--- config.mk ---
export PLATFORM = sky130hd
export DESIGN_NAME = id_stage_pipelined
export DESIGN_NICKNAME = d
export VERILOG_FILES = /design/src/rtl/id_stage_pipelined.sv
export SDC_FILE = /design/constraint.sdc
export NUM_CORES = 1
export LEC_CHECK = 0
export ABC_CLOCK_PERIOD_IN_PS = 5400
export BUFFER_PORTS_ARGS = -buffer_cell sky130_fd_sc_hd__buf_4
export CELL_PAD_IN_SITES_DETAIL_PLACEMENT = 1
export CELL_PAD_IN_SITES_GLOBAL_PLACEMENT = 1
export CORE_ASPECT_RATIO = 1.2
export CORE_MARGIN = 2
export CORE_UTILIZATION = 39
export CTS_CLUSTER_DIAMETER = 60
export CTS_CLUSTER_SIZE = 20
export DETAILED_ROUTE_END_ITERATION = 10
export PLACE_DENSITY = 0.77
export SKIP_LAST_GASP = 1
export SYNTH_ARGS = -nofsm -noshare
export SYNTH_HDL_FRONTEND = slang
export SYNTH_SLANG_ARGS = --single-unit
--- constraint.sdc ---
create_clock -name clk -period 5.4 [get_ports clk]
set_input_delay 1.08 -clock clk [delete_from_list [all_inputs] [get_ports clk]]
set_output_delay 1.08 -clock clk [all_outputs]
set_load 0.05 [all_outputs]
--- src/rtl/id_stage_pipelined.sv ---
// Instruction-decode stage with an owned register file, RAW hazard detection
// and the ID/EXE pipeline register (freeze, flush, conditional retire).
module id_stage_pipelined #(
    parameter int DATA_W     = 32,
    parameter int NUM_REGS   = 16,
    parameter bit FORWARD_EN = 1'b1
) (
    input  logic              clk,
    input  logic              rst,
    input  logic              in_valid,
    input  logic [31:0]       instruction,
    input  logic [DATA_W-1:0] pc_in,
    input  logic              freeze,
    input  logic              flush,
    input  logic [3:0]        sr,
    input  logic              wb_en_in,
    input  logic [3:0]        dest_wb,
    input  logic [DATA_W-1:0] result_wb,
    input  logic              exe_wb_en,
    input  logic              exe_mem_r_en,
    input  logic [3:0]        exe_dest,
    input  logic              mem_wb_en,
    input  logic [3:0]        mem_dest,
    output logic              hazard,
    output logic              out_valid,
    output logic              wb_en,
    output logic              mem_r_en,
    output logic              mem_w_en,
    output logic              b,
    output logic              s,
    output logic [3:0]        exe_cmd,
    output logic [DATA_W-1:0] val_rn,
    output logic [DATA_W-1:0] val_rm,
    output logic [DATA_W-1:0] pc_out,
    output logic              imm,
    output logic [11:0]       shift_operand,
    output logic [23:0]       signed_imm_24,
    output logic [3:0]        dest,
    output logic [3:0]        src1,
    output logic [3:0]        src2
);

    localparam int IDX_W = (NUM_REGS > 1) ? $clog2(NUM_REGS) : 1;

    typedef enum logic [3:0] {
        CMD_NOP = 4'd0,
        CMD_MOV = 4'd1,
        CMD_ADD = 4'd2,
        CMD_ADC = 4'd3,
        CMD_SUB = 4'd4,
        CMD_SBC = 4'd5,
        CMD_AND = 4'd6,
        CMD_ORR = 4'd7,
        CMD_EOR = 4'd8,
        CMD_MVN = 4'd9
    } exe_cmd_e;

    logic [3:0] cond;
    logic [1:0] mode;
    logic       i_bit;
    logic [3:0] opcode;
    logic       s_bit;
    logic [3:0] rn_idx;
    logic [3:0] rd_idx;
    logic [3:0] rm_idx;

    assign cond   = instruction[31:28];
    assign mode   = instruction[27:26];
    assign i_bit  = instruction[25];
    assign opcode = instruction[24:21];
    assign s_bit  = instruction[20];
    assign rn_idx = instruction[19:16];
    assign rd_idx = instruction[15:12];
    assign rm_idx = instruction[3:0];

    exe_cmd_e dec_cmd;
    logic     dec_wb, dec_mr, dec_mw, dec_b, dec_s;

    always_comb begin
        // NOTE: every output of a combinational block gets a default first so no latch is inferred.
        dec_cmd = CMD_NOP;
        dec_wb  = 1'b0;
        dec_mr  = 1'b0;
        dec_mw  = 1'b0;
        dec_b   = 1'b0;
        dec_s   = 1'b0;
        case (mode)
            2'b00: begin
                dec_s = s_bit;
                case (opcode)
                    4'b1101: begin dec_cmd = CMD_MOV; dec_wb = 1'b1; end
                    4'b1111: begin dec_cmd = CMD_MVN; dec_wb = 1'b1; end
                    4'b0100: begin dec_cmd = CMD_ADD; dec_wb = 1'b1; end
                    4'b0101: begin dec_cmd = CMD_ADC; dec_wb = 1'b1; end
                    4'b0010: begin dec_cmd = CMD_SUB; dec_wb = 1'b1; end
                    4'b0110: begin dec_cmd = CMD_SBC; dec_wb = 1'b1; end
                    4'b0000: begin dec_cmd = CMD_AND; dec_wb = 1'b1; end
                    4'b1100: begin dec_cmd = CMD_ORR; dec_wb = 1'b1; end
                    4'b0001: begin dec_cmd = CMD_EOR; dec_wb = 1'b1; end
                    4'b1010: dec_cmd = CMD_SUB;  // CMP: flags only
                    4'b1000: dec_cmd = CMD_AND;  // TST: flags only
                    default: dec_cmd = CMD_NOP;
                endcase
            end
            2'b01: begin
                dec_cmd = CMD_ADD;
                if (s_bit) begin
                    dec_mr = 1'b1;
                    dec_wb = 1'b1;
                end else begin
                    dec_mw = 1'b1;
                end
            end
            2'b10:   dec_b = 1'b1;
            default: dec_b = 1'b0;
        endcase
    end

    logic flag_n, flag_z, flag_c, flag_v;
    logic cond_pass;

    assign {flag_n, flag_z, flag_c, flag_v} = sr;

    always_comb begin
        cond_pass = 1'b0;
        case (cond)
            4'b0000: cond_pass = flag_z;
            4'b0001: cond_pass = ~flag_z;
            4'b0010: cond_pass = flag_c;
            4'b0011: cond_pass = ~flag_c;
            4'b0100: cond_pass = flag_n;
            4'b0101: cond_pass = ~flag_n;
            4'b0110: cond_pass = flag_v;
            4'b0111: cond_pass = ~flag_v;
            4'b1000: cond_pass = flag_c & ~flag_z;
            4'b1001: cond_pass = ~flag_c | flag_z;
            4'b1010: cond_pass = (flag_n == flag_v);
            4'b1011: cond_pass = (flag_n != flag_v);
            4'b1100: cond_pass = ~flag_z & (flag_n == flag_v);
            4'b1101: cond_pass = flag_z | (flag_n != flag_v);
            4'b1110: cond_pass = 1'b1;
            default: cond_pass = 1'b0;
        endcase
    end

    // Stores read their data register through the second port.
    logic [3:0] src1_idx, src2_idx;
    logic       two_src;

    assign src1_idx = rn_idx;
    assign src2_idx = dec_mw ? rd_idx : rm_idx;
    assign two_src  = ~i_bit | dec_mw;

    logic hit1, hit2;

    always_comb begin
        if (FORWARD_EN) begin
            hit1 = exe_wb_en && exe_mem_r_en && (src1_idx == exe_dest);
            hit2 = exe_wb_en && exe_mem_r_en && (src2_idx == exe_dest);
        end else begin
            hit1 = (exe_wb_en && (src1_idx == exe_dest)) || (mem_wb_en && (src1_idx == mem_dest));
            hit2 = (exe_wb_en && (src2_idx == exe_dest)) || (mem_wb_en && (src2_idx == mem_dest));
        end
    end

    assign hazard = in_valid & ((~dec_b & hit1) | (two_src & hit2));

    logic [DATA_W-1:0] regs [NUM_REGS];
    logic [DATA_W-1:0] rd_rn, rd_rm;

    always_ff @(posedge clk or negedge rst) begin
        // NOTE: the register file is reset entry by entry because the architecture
        // guarantees all-zero registers after reset; this rules out a RAM macro.
        if (!rst) begin
            for (int k = 0; k < NUM_REGS; k++) regs[k] <= '0;
        end else if (wb_en_in && (int'(dest_wb) < NUM_REGS)) begin
            regs[dest_wb[IDX_W-1:0]] <= result_wb;
        end
    end

    always_comb begin
        rd_rn = '0;
        if (int'(src1_idx) < NUM_REGS) begin
            if (wb_en_in && (dest_wb == src1_idx)) rd_rn = result_wb;
            else                                   rd_rn = regs[src1_idx[IDX_W-1:0]];
        end
    end

    always_comb begin
        rd_rm = '0;
        if (int'(src2_idx) < NUM_REGS) begin
            if (wb_en_in && (dest_wb == src2_idx)) rd_rm = result_wb;
            else                                   rd_rm = regs[src2_idx[IDX_W-1:0]];
        end
    end

    logic ctrl_ok;

    assign ctrl_ok = in_valid & ~hazard & cond_pass;

    always_ff @(posedge clk or negedge rst) begin
        // NOTE: sequential state uses non-blocking assignments so every register
        // samples pre-edge values regardless of block ordering.
        if (!rst) begin
            out_valid     <= 1'b0;
            wb_en         <= 1'b0;
            mem_r_en      <= 1'b0;
            mem_w_en      <= 1'b0;
            b             <= 1'b0;
            s             <= 1'b0;
            exe_cmd       <= '0;
            val_rn        <= '0;
            val_rm        <= '0;
            pc_out        <= '0;
            imm           <= 1'b0;
            shift_operand <= '0;
            signed_imm_24 <= '0;
            dest          <= '0;
            src1          <= '0;
            src2          <= '0;
        end else if (flush) begin
            out_valid <= 1'b0;
            wb_en     <= 1'b0;
            mem_r_en  <= 1'b0;
            mem_w_en  <= 1'b0;
            b         <= 1'b0;
            s         <= 1'b0;
            exe_cmd   <= '0;
        end else if (!freeze) begin
            // A condition-failed instruction still retires as a valid no-op.
            out_valid     <= in_valid & ~hazard;
            wb_en         <= ctrl_ok & dec_wb;
            mem_r_en      <= ctrl_ok & dec_mr;
            mem_w_en      <= ctrl_ok & dec_mw;
            b             <= ctrl_ok & dec_b;
            s             <= ctrl_ok & dec_s;
            exe_cmd       <= ctrl_ok ? dec_cmd : CMD_NOP;
            val_rn        <= rd_rn;
            val_rm        <= rd_rm;
            pc_out        <= pc_in;
            imm           <= i_bit;
            shift_operand <= instruction[11:0];
            signed_imm_24 <= instruction[23:0];
            dest          <= rd_idx;
            src1          <= src1_idx;
            src2          <= src2_idx;
        end
    end

endmodule

==> impl_metrics.py, run 1 <==
metrics = {
    "route": {
        "drc": 0,
        "antenna_left": 0,
        "drtPass1Iterations": 5,
        "vias": 26400,
        "drt-initial-drc-count": 2014,
        "wire_per_inst_um": 29.7,
        "wirelength_mm": 123,
        "viasPerCell": 6.34,
    },
    "finish": {
        "regArea_um2": 16200,
        "multi_input_area_um2": 18300,
        "final_cells": 4159,
        "fin_nets": 3083,
        "finish.instance_area_um2": 40300,
        "finish.utilization_pct": 44.5,
        "fillers": 9360,
        "drive_above_1_share_pct": 41.1,
        "syn2layout_area_growth_pct": 13.3,
    },
    "timing": {
        "rsz0062_at_grt": "false",
        "setup_ws_ps": 860,
        "timing.hold.ws_ps": 481,
        "worst_pin_slew_ps": 1210,
        "fin_skew_ps": 20.4,
        "post-route-period-util_pct": 84.1,
        "slew_headroom_pct": 19.0,
        "max_freq_mhz": 220,
        "finalMaxSlewViolations": 0,
        "setup_violations": 0,
        "setup_tns_ps": 0,
        "hold_viol_final": 0,
        "period_needed_ps": 4540,
    },
    "synthesis": {
        "synth_seq_area_share_pct": 45.5,
        "synth_compound_area_share_pct": 7.09,
        "syn_inst": 2867,
        "synth_edf_count": 0,
        "yosys.area.top_type": "dfrtp_1",
        "async_flop_share_pct": 100,
        "yosys.area_share.adder_pct": 0,
        "synth_top_area_share_pct": 45.5,
        "synth_area_leaders": "dfrtp_1, mux2_2, mux4_2",
        "synth_xor_area_share_pct": 0.345,
        "ys_warn_count": 0,
        "synth-seq-cells": 647,
        "synth-simple-area-share_pct": 7.31,
        "synth_top_family_by_area": "multiplexers",
        "synthMuxAreaShare_pct": 36.2,
        "synth_top_flop_cell": "dfrtp_1",
        "synth_cell_type_count": 50,
        "syn-cell-area_um2": 35600,
        "synthesis.nets": 2988,
        "syn_area_per_cell_um2": 12.4,
    },
    "floorplanning": {
        "row_count": 121,
        "start_util_pct": 39.3,
        "placeableCoreArea_um2": 90500,
        "die_y_um": 335,
        "die_area_um2": 93700,
        "pin_count": 277,
        "die_w_um": 280,
    },
    "place": {
        "gp_congestion": 0.806,
        "dp.cells": 4083,
        "detailed_place_hpwl_mm": 73.8,
        "numPortBuffers": 271,
        "place_area_um2": 38800,
        "pre_cts_ws_ps": 885,
    },
    "pwr": {
        "p_leak_nw": 17.3,
        "irDropWorstVdd_mv": 0.224,
        "p_total_mw": 14.9,
        "pwr_density_cell_nw_per_um2": 370,
    },
    "worst_setup_path": {
        "cp-endpoint": "hazard",
        "path_buf_inv": 3,
        "crit_arrival_ps": 3460,
        "start_kind": "input port",
        "worst-path-stages": 9,
        "regToRegEndpoint": "val_rm[22]$_DFFE_PN0P_",
        "crit_fanout": 13,
        "cpMostUsedCell": "buf_4",
        "crit_start": "instruction[20]",
        "slowest_stage": "nor3b_2",
        "cp_top_family": "simple AND/OR/NAND/NOR gates",
        "reg2reg_depth": 6,
        "cp-end-kind": "output port",
        "cp_cell_sequence": "buf_4 -> nor3b_2 -> buf_4 -> nand2_1 -> o311a_1 -> a211oi_1 -> nand2_1 -> a21oi_1 -> buf_4",
        "regToRegStartpoint": "regs[278]$_DFFE_PN0P_",
        "crit_required_ps": 4320,
        "ff2ff_setup_slack_ps": 3150,
        "crit_type": "input port to output port",
        "cp_slowest_stage_delay_ps": 730,
    },
    "grt": {
        "grt_pass1_vias": 28200,
        "grt_pass1_wl_mm": 185,
        "grt_max_degree": 118,
        "overflow": 0,
        "grt_usage_pct": 26.2,
        "antenna_found_initial": 2,
    },
    "clock_tree": {
        "cts_hold_buf": 0,
        "clockBufferDepth": 3,
        "numCtsBuffers": 45,
        "htreeDepth": 2,
        "clkTransAtPathRegs_ps": 80,
        "cts_root_buf": "clkbuf_16",
        "cts_sinks": 647,
        "postCtsSetupRepairBufs": 0,
        "tritoncts": "done",
        "insertion_delay_ps": 640,
        "postCtsResizedCells": 0,
    },
    "worst_hold_path": {
        "hold_class": "input port to asynchronous set/reset pin",
    },
    "job": {
        "drv_cap": 0,
    },
    "run_status": {
        "outcome": "completed",
    },
}
[worst min path at each step]
stage	startpoint	end	slack, ps	cells after the start
after floorplan	regs[479]$_DFFE_PN0P_	regs[479]$_DFFE_PN0P_	500	1
after global placement	pc_out[12]$_DFFE_PN0P_	pc_out[12]$_DFFE_PN0P_	460	2
after detailed placement	pc_out[7]$_DFFE_PN0P_	pc_out[7]$_DFFE_PN0P_	460	2
after CTS	pc_out[7]$_DFFE_PN0P_	pc_out[7]$_DFFE_PN0P_	490	2
after global routing	pc_out[2]$_DFFE_PN0P_	pc_out[2]$_DFFE_PN0P_	500	2
final	rst	regs[472]$_DFFE_PN0P_	480	1
[cell usage after synthesis (30+ instances only)]
library cell    n
nor2_1         90
a21oi_1       170
or4_1          32
a221oi_1       35
nand2_1       345
o21ai_0        49
mux2i_1       162
nand4_1        31
dfrtp_1       647
o22ai_1        34
and3_1         36
buf_1          59
o221ai_1       32
mux4_2        225
o221a_1        30
mux2_2        546
clkbuf_1      195
[layout by cell type (no fill, tap or decap), types with 4 or more instances in the layout]
| master | instances |
|---|---|
| mux4_2 | 225 |
| o221ai_1 | 32 |
| and3_1 | 35 |
| inv_8 | 4 |
| buf_4 | 328 |
| mux2i_1 | 160 |
| nand2_1 | 342 |
| nor2_1 | 80 |
| clkinv_2 | 4 |
| clkbuf_8 | 4 |
| o22ai_1 | 34 |
| or2_2 | 4 |
| buf_12 | 14 |
| nor3_1 | 5 |
| inv_6 | 4 |
| dfrtp_1 | 647 |
| nand4_1 | 31 |
| a21oi_1 | 168 |
| xnor2_1 | 7 |
| nor2b_1 | 5 |
| a211oi_1 | 6 |
| nor2_4 | 10 |
| a32o_1 | 9 |
| nand2b_1 | 9 |
| mux2_2 | 545 |
| o221a_1 | 30 |
| a221oi_1 | 35 |
| or4_1 | 32 |
| o21ai_0 | 49 |
| clkbuf_16 | 47 |
| xor2_1 | 7 |
| inv_1 | 7 |
[report_power, final]
part           switching (mW)  internal, mW  leakage (nW)
Combinational            2.17          2.14          8.69
Sequential              0.963          5.90          7.91
Clock                    1.91          1.83         0.743
[final cells by class]
cell class	count	share of cell area, %
inverters	7	0.0652
repair buffers	347	6.96
flip-flops and latches	647	40.2
diodes	2	0.0124
well taps	1168	3.63
multi-input cells	1914	45.4
clock buffers	53	3.07
clock inverters	21	0.664
[registers in the layout (all words and copies together), names as in the netlist, 4 cells and up]
name and count:
val_rn 32, exe_cmd 4, val_rm 32, signed_imm_24 13, src2 4, pc_out 32
shift_operand 11, regs 512
[cells by family (layout without fill, tap and decap cells)]
family                    Yosys count  after routing
DFF                               647            647
AOI/OAI and AO/OA                 383            383
and+or+nand+nor                   583            583
muxes                             934            934
other                               0              2
xor gates and xnor gates           14             14
buffers and inverters             306            428
[per-layer routing]
metal / GRT usage [%] / share of wire [%] / up-vias / wire [µm]
li1: - / - / 10900 / -
met5: 0 / 0.0097 / - / 12
met4: 10.2 / 4.0 / 2 / 4920
met3: 4.77 / 7.1 / 282 / 8730
met1: 33.7 / 40 / 14200 / 49500
met2: 43.8 / 49 / 1038 / 60200
Power figures use the tool's default switching activity.
==> inputs of run 2 (changes only) <==
--- a/config.mk
+++ b/config.mk
@@ -5,7 +5,7 @@
 export SDC_FILE = /design/constraint.sdc
 export NUM_CORES = 1
 export LEC_CHECK = 0
-export ABC_CLOCK_PERIOD_IN_PS = 5400
+export ABC_CLOCK_PERIOD_IN_PS = 4600
 export BUFFER_PORTS_ARGS = -buffer_cell sky130_fd_sc_hd__buf_4
 export CELL_PAD_IN_SITES_DETAIL_PLACEMENT = 1
 export CELL_PAD_IN_SITES_GLOBAL_PLACEMENT = 1
==> constraint.sdc (replaced) <==
create_clock -name clk -period 4.6 [get_ports clk]
set_input_delay 0.92 -clock clk [delete_from_list [all_inputs] [get_ports clk]]
set_output_delay 0.92 -clock clk [all_outputs]
set_load 0.05 [all_outputs]
==> impl_metrics.py, run 2 (synthesis gave the netlist of run 1 again) <==
metrics = {
    "timing": {
        "worst_pin_slew_ps": 1110,
        "finalMaxSlewViolations": 0,
        "rsz0062_at_grt": "false",
        "hold_viol_final": 0,
        "post-route-period-util_pct": 80.9,
        "setup_ws_ps": 880,
        "setup_violations": 0,
        "max_freq_mhz": 269,
        "slew_headroom_pct": 26.2,
        "period_needed_ps": 3720,
        "timing.hold.ws_ps": 222,
        "fin_skew_ps": 23.0,
        "setup_tns_ps": 0,
    },
    "floorplanning": {
        "die_w_um": 280,
        "placeableCoreArea_um2": 90500,
        "die_area_um2": 93700,
        "pin_count": 277,
        "die_y_um": 335,
        "start_util_pct": 39.3,
        "row_count": 121,
    },
    "place": {
        "place_area_um2": 39000,
        "numPortBuffers": 271,
        "pre_cts_ws_ps": 769,
        "dp.cells": 4103,
        "detailed_place_hpwl_mm": 74.8,
        "gp_congestion": 0.827,
    },
    "clock_tree": {
        "htreeDepth": 2,
        "cts_sinks": 647,
        "cts_hold_buf": 0,
        "numCtsBuffers": 46,
        "cts_root_buf": "clkbuf_16",
        "clockBufferDepth": 3,
        "clkTransAtPathRegs_ps": 90,
        "tritoncts": "done",
        "postCtsResizedCells": 0,
        "postCtsSetupRepairBufs": 0,
        "insertion_delay_ps": 630,
    },
    "pwr": {
        "p_leak_nw": 17.5,
        "pwr_density_cell_nw_per_um2": 434,
        "irDropWorstVdd_mv": 0.269,
        "p_total_mw": 17.6,
    },
    "grt": {
        "grt_pass1_wl_mm": 185,
        "grt_max_degree": 134,
        "overflow": 0,
        "antenna_found_initial": 3,
        "grt_pass1_vias": 28000,
        "grt_usage_pct": 26.1,
    },
    "worst_setup_path": {
        "crit_fanout": 18,
        "regToRegStartpoint": "regs[263]$_DFFE_PN0P_",
        "cp-end-kind": "output port",
        "crit_required_ps": 3680,
        "start_kind": "input port",
        "crit_type": "input port to output port",
        "crit_arrival_ps": 2800,
        "regToRegEndpoint": "val_rm[7]$_DFFE_PN0P_",
        "reg2reg_depth": 6,
        "ff2ff_setup_slack_ps": 2290,
    },
    "finish": {
        "finish.instance_area_um2": 40600,
        "final_cells": 4182,
        "regMostFlops": "regs",
        "layout_common_cells": "dfrtp_1, mux2_2, buf_4",
        "largest_register_ffs": 512,
        "drive_above_1_share_pct": 41.6,
        "fin_nets": 3104,
        "fillers": 9354,
        "antenna_cells": 0,
        "syn2layout_area_growth_pct": 14.0,
        "layout_commonest_cell": "dfrtp_1",
        "finish.utilization_pct": 44.8,
    },
    "job": {
        "drv_cap": 0,
    },
    "route": {
        "drtPass1Iterations": 5,
        "wire_per_inst_um": 29.4,
        "wirelength_mm": 123,
        "drt-initial-drc-count": 2312,
        "antenna_left": 0,
        "drc": 0,
        "viasPerCell": 6.33,
        "vias": 26500,
    },
    "run_status": {
        "outcome": "completed",
    },
    "worst_hold_path": {
        "hold_class": "input port to asynchronous set/reset pin",
    },
}
-- run 2: worst max path at each step --
stage	startpoint	to	slack [ps]
after floorplan	instruction[26]	hazard	470
after global placement	instruction[20]	val_rm[31]$_DFFE_PN0P_	800
after detailed placement	instruction[20]	val_rm[15]$_DFFE_PN0P_	770
after CTS	instruction[0]	hazard	860
after global routing	instruction[20]	hazard	720
final	instruction[0]	hazard	880
-- run 2: area by class of cell --
type                    count  area, µm²  area share [%]
well taps                1168       1460            3.60
flip-flops and latches    647      16200            39.9
clock buffers              52       1240            3.05
repair buffers            367       3010            7.41
clock inverters            27        330           0.814
multi-input cells        1914      18300            45.1
inverters                   7       26.3          0.0648
-- run 2: where the power goes --
group,switching [mW],internal [mW],leakage [nW]
sequential,1.12,6.92,7.91
combinational,2.55,2.53,8.81
clock,2.28,2.22,0.755
-- run 2: layer usage --
layer  wire length [µm]  share of wire (%)  up-vias  GRT usage, %
li1                   -                  -    10900             -
met1              49000                 40    14200          33.6
met2              59600                 49     1055          43.1
met3               9070                7.4      293          5.46
met4               5120                4.2        6          10.3
met5                 29              0.024        -             0
-- run 2: worst max-delay path, stage by stage --
cell and delay, ps:
buf_4 420, inv_1 200, o311a_1 400, a211oi_1 270, nand2_1 90, a21oi_1 240, buf_4 250
